### config.mk
export PLATFORM = sky130hd
export DESIGN_NAME = op_sequencer
export DESIGN_NICKNAME = d
export VERILOG_FILES = /design/src/rtl/seq_pkg.sv /design/src/rtl/cmd_fifo.sv /design/src/rtl/op_sequencer.sv
export SDC_FILE = /design/constraint.sdc
export NUM_CORES = 1
export LEC_CHECK = 0
export CAP_MARGIN = 20
export CORE_ASPECT_RATIO = 1.2
export CORE_MARGIN = 2
export CORE_UTILIZATION = 55
export CTS_BUF_LIST = sky130_fd_sc_hd__clkbuf_8
export CTS_CLUSTER_DIAMETER = 40
export DETAILED_ROUTE_END_ITERATION = 7
export GPL_TIMING_DRIVEN = 0
export PLACE_DENSITY = 0.81
export RECOVER_POWER = 25
export SKIP_CTS_REPAIR_TIMING = 1
export SYNTH_ARGS = -nofsm -noshare
export SYNTH_HDL_FRONTEND = slang
export SYNTH_SLANG_ARGS = --single-unit
### constraint.sdc
create_clock -name clk -period 3.6 [get_ports clk]
set_input_delay 0.72 -clock clk [delete_from_list [all_inputs] [get_ports clk]]
set_output_delay 0.72 -clock clk [all_outputs]
set_load 0.1 [all_outputs]
### src/rtl/seq_pkg.sv
// seq_pkg: shared opcodes, sequencer states and operation-word field offsets
package seq_pkg;
  localparam logic [3:0] OP_IDLE = 4'd0;
  localparam logic [3:0] OP_MUL = 4'd1;
  localparam logic [3:0] OP_LOAD = 4'd2;
  localparam int FIELD_W = 4;
  localparam int OPC_LSB = 0;
  localparam int A_LSB = 4;
  localparam int B_LSB = 8;
  localparam int C_LSB = 12;
  localparam int CFG_LSB = 16;
  typedef enum logic [2:0] {S_IDLE, S_MUL, S_DRAIN, S_LOAD, S_GAP} state_t;
  function automatic int max3(int a, int b, int c);
    return a > b ? (a > c ? a : c) : (b > c ? b : c);
  endfunction
endpackage

### src/rtl/cmd_fifo.sv
// cmd_fifo: synchronous FIFO with push/pop/count/full/empty; caller guards push on full and pop on empty
module cmd_fifo #(
  parameter int DEPTH = 4,
  parameter int WIDTH = 32
) (
  input  logic                       clk,
  input  logic                       reset,
  input  logic                       push,
  input  logic                       pop,
  input  logic [WIDTH-1:0]           din,
  output logic [WIDTH-1:0]           dout,
  output logic [$clog2(DEPTH):0]     count,
  output logic                       full,
  output logic                       empty
);
  localparam int AW = $clog2(DEPTH);
  logic [WIDTH-1:0] mem [DEPTH];
  logic [AW-1:0] wp, rp;
  assign dout = mem[rp];
  assign full = count == (AW+1)'(DEPTH);
  assign empty = count == '0;
  // storage array, no reset needed since count gates every read
  always_ff @(posedge clk)
    if (push) mem[wp] <= din;
  // pointers wrap naturally because DEPTH is a power of two
  always_ff @(posedge clk)
    if (reset) begin
      wp <= '0;
      rp <= '0;
      count <= '0;
    end else begin
      if (push) wp <= wp + 1'b1;
      if (pop) rp <= rp + 1'b1;
      count <= count + (AW+1)'(push) - (AW+1)'(pop);
    end
endmodule

### src/rtl/op_sequencer.sv
// op_sequencer: queues operation words and drives the matrix controller for exactly the cycles each opcode needs
module op_sequencer
  import seq_pkg::*;
#(
  parameter int FIFO_DEPTH = 4,
  parameter int MUL_CYCLES = 64,
  parameter int DRAIN_CYCLES = 16,
  parameter int LOAD_WORDS = 128
) (
  input  logic                            clk,
  input  logic                            reset,
  input  logic                            enable,
  input  logic                            cmd_valid,
  output logic                            cmd_ready,
  input  logic [31:0]                     cmd_data,
  input  logic                            dat_valid,
  output logic                            dat_ready,
  input  logic [31:0]                     dat_data,
  output logic [31:0]                     operation,
  output logic [31:0]                     in_data,
  output logic                            busy,
  output logic                            done,
  output logic                            err,
  output logic [$clog2(FIFO_DEPTH):0]     fifo_count
);
  localparam int CW = $clog2(max3(MUL_CYCLES, DRAIN_CYCLES, LOAD_WORDS)) + 1;
  localparam logic [CW-1:0] MUL_LAST = CW'(MUL_CYCLES - 1);
  localparam logic [CW-1:0] DRAIN_LAST = CW'(DRAIN_CYCLES == 0 ? 0 : DRAIN_CYCLES - 1);
  localparam logic [CW-1:0] LOAD_LAST = CW'(LOAD_WORDS - 1);
  state_t state, state_n;
  logic [CW-1:0] cnt, cnt_n;
  logic [31:0] word, word_n, op_n, din_n, head;
  logic err_q, err_n, push, pop, full, empty, xfer;
  logic [FIELD_W-1:0] opc;
  assign opc = head[OPC_LSB +: FIELD_W];
  assign cmd_ready = enable && !full;
  assign push = cmd_valid && cmd_ready;
  assign pop = enable && state == S_IDLE && !empty;
  assign dat_ready = enable && state == S_LOAD;
  assign xfer = dat_valid && dat_ready;
  assign busy = state != S_IDLE || !empty;
  assign done = enable && state == S_GAP;
  assign err = enable && err_q;
  cmd_fifo #(.DEPTH(FIFO_DEPTH), .WIDTH(32)) u_fifo (
    .clk(clk),
    .reset(reset),
    .push(push),
    .pop(pop),
    .din(cmd_data),
    .dout(head),
    .count(fifo_count),
    .full(full),
    .empty(empty)
  );
  // next state, counter and registered outputs; enable low leaves every default in place
  always_comb begin
    state_n = state;
    cnt_n = cnt;
    word_n = word;
    op_n = operation;
    din_n = in_data;
    err_n = enable ? 1'b0 : err_q;
    if (enable)
      case (state)
        S_IDLE: begin
          op_n = '0;
          if (!empty) begin
            cnt_n = '0;
            word_n = head;
            if (opc == OP_MUL) begin
              state_n = S_MUL;
              op_n = head;
            end else if (opc == OP_LOAD) state_n = S_LOAD;
            else err_n = opc != OP_IDLE;
          end
        end
        S_MUL: begin
          cnt_n = cnt == MUL_LAST ? '0 : cnt + 1'b1;
          if (cnt == MUL_LAST) begin
            state_n = DRAIN_CYCLES == 0 ? S_GAP : S_DRAIN;
            op_n = DRAIN_CYCLES == 0 ? '0 : word;
          end
        end
        S_DRAIN: begin
          cnt_n = cnt == DRAIN_LAST ? '0 : cnt + 1'b1;
          state_n = cnt == DRAIN_LAST ? S_GAP : S_DRAIN;
          op_n = cnt == DRAIN_LAST ? '0 : word;
        end
        S_LOAD: begin
          op_n = xfer ? word : '0;
          din_n = xfer ? dat_data : in_data;
          cnt_n = xfer ? (cnt == LOAD_LAST ? '0 : cnt + 1'b1) : cnt;
          state_n = xfer && cnt == LOAD_LAST ? S_GAP : S_LOAD;
        end
        S_GAP: begin
          op_n = '0;
          state_n = S_IDLE;
        end
        default: state_n = S_IDLE;
      endcase
  end
  // state and output registers; reset aborts any command in flight
  always_ff @(posedge clk)
    if (reset) begin
      state <= S_IDLE;
      cnt <= '0;
      word <= '0;
      operation <= '0;
      in_data <= '0;
      err_q <= 1'b0;
    end else begin
      state <= state_n;
      cnt <= cnt_n;
      word <= word_n;
      operation <= op_n;
      in_data <= din_n;
      err_q <= err_n;
    end
endmodule

==> results.cfg, run 1 <==
[run_status]
status = complete, no violations

[global_route]
grt_max_degree = 33
grt_pass1_vias = 6638
grt_overflow = 0
grt_util_met3 = 0.0439
groute.usage.overall = 0.235
grt_pass1_wl_um = 34700
grt-busiest-layer = met2
use_met2 = 0.400
grt_use_met1 = 0.305
antenna_found_initial = 0

[synth]
synthArstFlopShare = 0
syn_inst = 754
ys.flop_type = edfxtp_1
synthesis.nets = 831
ys_warn_count = 0
synth_area_per_cell_um2 = 12.7
netlist-cell-type-count = 54
synth-seq-cells = 245
ys_seq_area_frac = 0.646
synth_area_um2 = 9580
yosys.area.top_type = edfxtp_1
synth_top_area_frac = 0.401
netlist_top_cells_area = edfxtp_1 (40%), dfxtp_1 (24%), mux4_2 (7.5%)
synth_edf_count = 128

[clock_tree]
cts.path.max_buffers = 3
cts_sinks = 245
clk_pin_slew_ps = 60
tritoncts = yes
clock_latency_ps = 530
cts_inserted_buffers = 39
cts_max_level = 2
clockRootBuffer = clkbuf_8

[timing]
hold_viol_final = 0
tightest_slew_ps = 1030
period_share = 0.973
relSlewSlack = 0.311
period_needed_ps = 3500
report.final.slew_viol_count = 0
setup_viol_count_final = 0
finClkSkew_ps = 25.5
postLayoutSetupSlackWorst_ps = 96.2
rsz0062_at_grt = no
fmax_ghz = 0.285

[setup_path]
setup.worst_path.end_class = primary output
ff2ff_setup_slack_ps = 530
r2r-start = u_fifo.count[1]
r2r_cells = 12
crit_type = reg -> out
start_kind = flop
cp_max_fo = 8
r2r_end = u_fifo.count[2]
cp.arrival_ps = 2780
critPathRequiredTime_ps = 2880

[cells_and_area]
drive_gt1_frac = 0.131
area_delta_synth_final_pct = 25.1
layout.nets = 1011
layout.cells.non_filler = 1178
num_antenna_cells = 0
finish.instance_area_um2 = 12000
seqCellArea_um2 = 6190
fillCellCount = 1165
multi_input_area_um2 = 3090

[place]
io_buffers = 139
place_congestion = 0.955
place_area_um2 = 11300
dp_hpwl_um = 14700
pre_cts_ws_ps = -708
dpl.cell_count = 1109

[route]
dr_total_vias = 6692
avgViaCountPerCell = 5.68
drc = 0
drtPass1Iterations = 5
ant_nets = 0
wl_um = 21600
drt_iter0_drc = 455
wl_per_cell_um = 18.4

[floorplan]
initial_core_util = 0.564
coreArea_um2 = 17000
die_w_um = 124
die_h_um = 149
dieArea_um2 = 18500
rows = 52
ios = 141

[power]
peakVddDrop_mv = 0.366
p_per_area_nw_per_um2 = 646
p_leak_nw = 4.00

[min_path]
hold_class = reg -> reg
hold_path_depth = 2

[flow_run]
maxCapViolCount = 0
==> metrics by stage <==
stage | utilization | power [mW] | TNS (ps) | hold slack, ps
finish | 0.706 | 7.74 | 0 | 451
detailed placement | 0.663 | 5.58 | -33300 | 446
global placement | 0.662 | 5.54 | -99300 | 438
CTS | 0.706 | 7.79 | -1960 | 453
floorplan | - | 4.98 | 0 | 427
global route | 0.706 | 8.10 | 0 | 468
==> sequential cells by signal, indices dropped and copies added (netlist names), named ones only <==
| signal | count |
|---|---|
| u_fifo.mem | 128 |
| u_fifo.rp | 2 |
| state | 3 |
| u_fifo.count | 3 |
| in_data | 32 |
| operation | 32 |
| cnt | 8 |
| word | 32 |
| u_fifo.wp | 2 |
==> synthesized netlist by cell type (3+ instances only) <==
cell,number
nand2_1,138
edfxtp_1,128
dfxtp_1,117
a21oi_1,101
clkbuf_1,39
mux4_2,32
a32oi_1,28
a211oi_1,25
buf_2,15
nor2_1,12
a211oi_2,11
inv_1,11
o21ai_0,9
and2_1,8
ha_1,7
nand3_1,5
or3_1,5
buf_6,4
nand4_1,4
xnor2_1,4
nor2b_1,3
nor3_1,3
o31ai_1,3
or4_1,3
xor2_1,3
==> layer usage <==
metal  vias to the layer above  part of all wire
li1                       3195                 -
met3                        43             0.060
met1                      3220              0.41
met5                         -                 0
met2                       234              0.50
met4                         0             0.023
==> worst max-delay path by stage <==
stage                    startpoint  slack [ps]                 to
floorplan                    enable         140          cmd_ready
global placement             enable        -770  u_fifo.mem[1][23]
detailed placement           enable        -710    u_fifo.count[2]
CTS                          enable        -630               done
global route                 enable          30    u_fifo.count[2]
finish              u_fifo.count[1]         100               busy
==> power breakdown <==
part	switching, mW	leakage (nW)	internal [mW]	total [mW]
combinational	1.45	1.45	0.752	2.20
sequential	0.131	2.11	3.19	3.32
clock	1.02	0.439	1.21	2.23
total	2.60	4.00	5.15	7.74
==> logic make-up after synthesis <==
logic type,count (synthesis),share of synthesized area
AO/OA/AOI/OAI,195,0.135
buffers and inverters,71,0.0333
adder cells (fa/ha/maj),8,0.0112
AND/OR/NAND/NOR,194,0.0905
XOR/XNOR,7,0.00640
flip-flops,245,0.646
multiplexers,34,0.0773
==> critical path: stages (launching register included) <==
cell             delay, ps
dfxtp_1                350
or3_1                  390
clkbuf_1               210
or2_2                  330
clkdlybuf4s50_1        980
==> cell type report <==
class	count	share of cell area
plain buffers	59	0.0230
clock buffers	45	0.0517
clock inverters	24	0.0102
inverters	12	0.00376
multi-input cells	438	0.258
flip-flops and latches	245	0.516
well taps	216	0.0225
repair buffers	139	0.115
==> cell usage in the layout (no fill, tap or decap), drive strengths merged, types with 3 or more instances in the layout <==
master           n
clkbuf          86
dfxtp          117
o21ai            9
o31ai            3
nor2            12
nor3             3
or3              5
and2             8
xor2             3
nand2          138
nor2b            3
a32oi           28
nand3            5
mux4            32
buf             21
clkinv           7
xnor2            4
nand4            4
edfxtp         128
a211oi          36
ha               7
dlygate4sd3     29
or4              3
a21oi          101
clkdlybuf4s50  106
inv             28
Note: power is estimated with default switching activity, not from simulation.
==> run 2: changes to the inputs <==
--- a/config.mk
+++ b/config.mk
@@ -13,7 +13,7 @@
 export CTS_CLUSTER_DIAMETER = 40
 export DETAILED_ROUTE_END_ITERATION = 7
 export GPL_TIMING_DRIVEN = 0
-export PLACE_DENSITY = 0.81
+export PLACE_DENSITY_LB_ADDON = 0.12
 export RECOVER_POWER = 25
 export SKIP_CTS_REPAIR_TIMING = 1
 export SYNTH_ARGS = -nofsm -noshare
==> results.cfg, run 2 (synthesized netlist as in run 1, its figures left out) <==
[timing]
period_needed_ps = 3380
finClkSkew_ps = 13.6
fin_setup_tns_ps = 0
hold_viol_final = 0
tightest_slew_ps = 1050
setup_viol_count_final = 0
period_share = 0.940
relSlewSlack = 0.298
rsz0062_at_grt = no
report.final.slew_viol_count = 0
whs_ps = 454
fmax_ghz = 0.295

[cells_and_area]
num_antenna_cells = 0
seqCellArea_um2 = 6190
mostFrequentLayoutCell = nand2_1
area_delta_synth_final_pct = 24.8
final_cell_mix = nand2_1 (137), edfxtp_1 (128), dfxtp_1 (117)
largest_register_ffs = 128
drive_gt1_frac = 0.133
layout.nets = 1010
postLayoutCoreUtil = 0.704
fillCellCount = 1193
multi_input_area_um2 = 3090
top_register = u_fifo.mem
finish.instance_area_um2 = 12000

[global_route]
antenna_found_initial = 0
grt_overflow = 0
grt_util_met3 = 0.0478
grt_max_degree = 33
use_met2 = 0.433
grt_pass1_vias = 7025
grt_use_met1 = 0.285
groute.usage.overall = 0.240
grt-busiest-layer = met2
grt_pass1_wl_um = 35500

[route]
wl_per_cell_um = 18.8
wl_um = 22200
dr_total_vias = 6749
avgViaCountPerCell = 5.74
drtPass1Iterations = 5
drt_iter0_drc = 564
drc = 0
ant_nets = 0

[setup_path]
cp.arrival_ps = 3780
setup.worst_path.end_class = flop
crit_type = in -> reg
cp_max_fo = 10
critPathRequiredTime_ps = 3990
start_kind = primary input

[power]
seqPwrFrac = 0.434
switching_share = 0.340
power.internal_mw = 5.05
p_per_area_nw_per_um2 = 640
p_comb_frac = 0.290
clkPwrFrac = 0.276
peakVddDrop_mv = 0.439
power.switching_mw = 2.60
p_leak_nw = 3.97

[place]
io_buffers = 139
dp_hpwl_um = 15200
place_area_um2 = 11300
place_congestion = 0.883

[clock_tree]
cts_max_level = 2
tritoncts = yes
cts_inserted_buffers = 38
clock_latency_ps = 520
cts.path.max_buffers = 3
cts_sinks = 245
clockRootBuffer = clkbuf_8
clk_pin_slew_ps = 60

[run_status]
status = complete, no violations

[floorplan]
ios = 141
rows = 52
dieArea_um2 = 18500
die_w_um = 124
initial_core_util = 0.564
coreArea_um2 = 17000
die_h_um = 149

[min_path]
hold_class = reg -> reg

[flow_run]
maxCapViolCount = 0
-- run 2: worst max-delay path: stages --
cell and delay, ps:
clkdlybuf4s50_1 520, clkbuf_2 290, nor4b_2 400, nand2_2 230
inv_2 190, buf_2 270, ha_1 160, inv_1 40
ha_1 180, fa_1 400, xnor2_1 170, xnor2_1 140
nor2_1 50
-- run 2: per-stage QoR --
step / worst slack [ps] / power, mW / instances
2_1_floorplan: 140 / 4.98 / 754
3_3_place_gp: -774 / 5.54 / 1109
3_5_place_dp: -765 / 5.61 / 1109
4_1_cts: -674 / 7.72 / 1176
5_1_grt: 77.3 / 8.00 / 1176
6_report: 215 / 7.65 / 1176
-- run 2: cell type report --
type	count	area share
sequential	245	0.518
multi-input combinational	438	0.259
buffer	59	0.0230
clock buffer	44	0.0507
inverter	12	0.00377
tap	216	0.0226
clock inverter	23	0.00796
timing repair buffer	139	0.116
-- run 2: path summary, 6_finish.rpt --
kind	to	depth (start not counted)	from	slack (ps)
setup / recovery	u_fifo.count[2]	13	enable	220
setup reg to reg	u_fifo.count[2]	12	u_fifo.count[1]	620
hold / removal	word[8]	2	word[8]	450
hold reg to reg	word[8]	2	word[8]	450
-- run 2: routing by layer --
metal | part of all wire | routed length (µm) | vias up
li1 | - | - | 3188
met1 | 0.40 | 8810 | 3263
met2 | 0.51 | 11300 | 254
met3 | 0.064 | 1420 | 44
met4 | 0.029 | 648 | 0
met5 | 0 | 0 | -
-- run 2: power by group through the flow --
stage	Clock (mW)	Combinational [mW]	Sequential (mW)
after CTS	2.16	2.24	3.32
after detailed placement	0	2.23	3.38
after global routing	2.29	2.37	3.34
after global placement	0	2.18	3.37
final	2.11	2.22	3.32
after floorplan	0	1.25	3.73
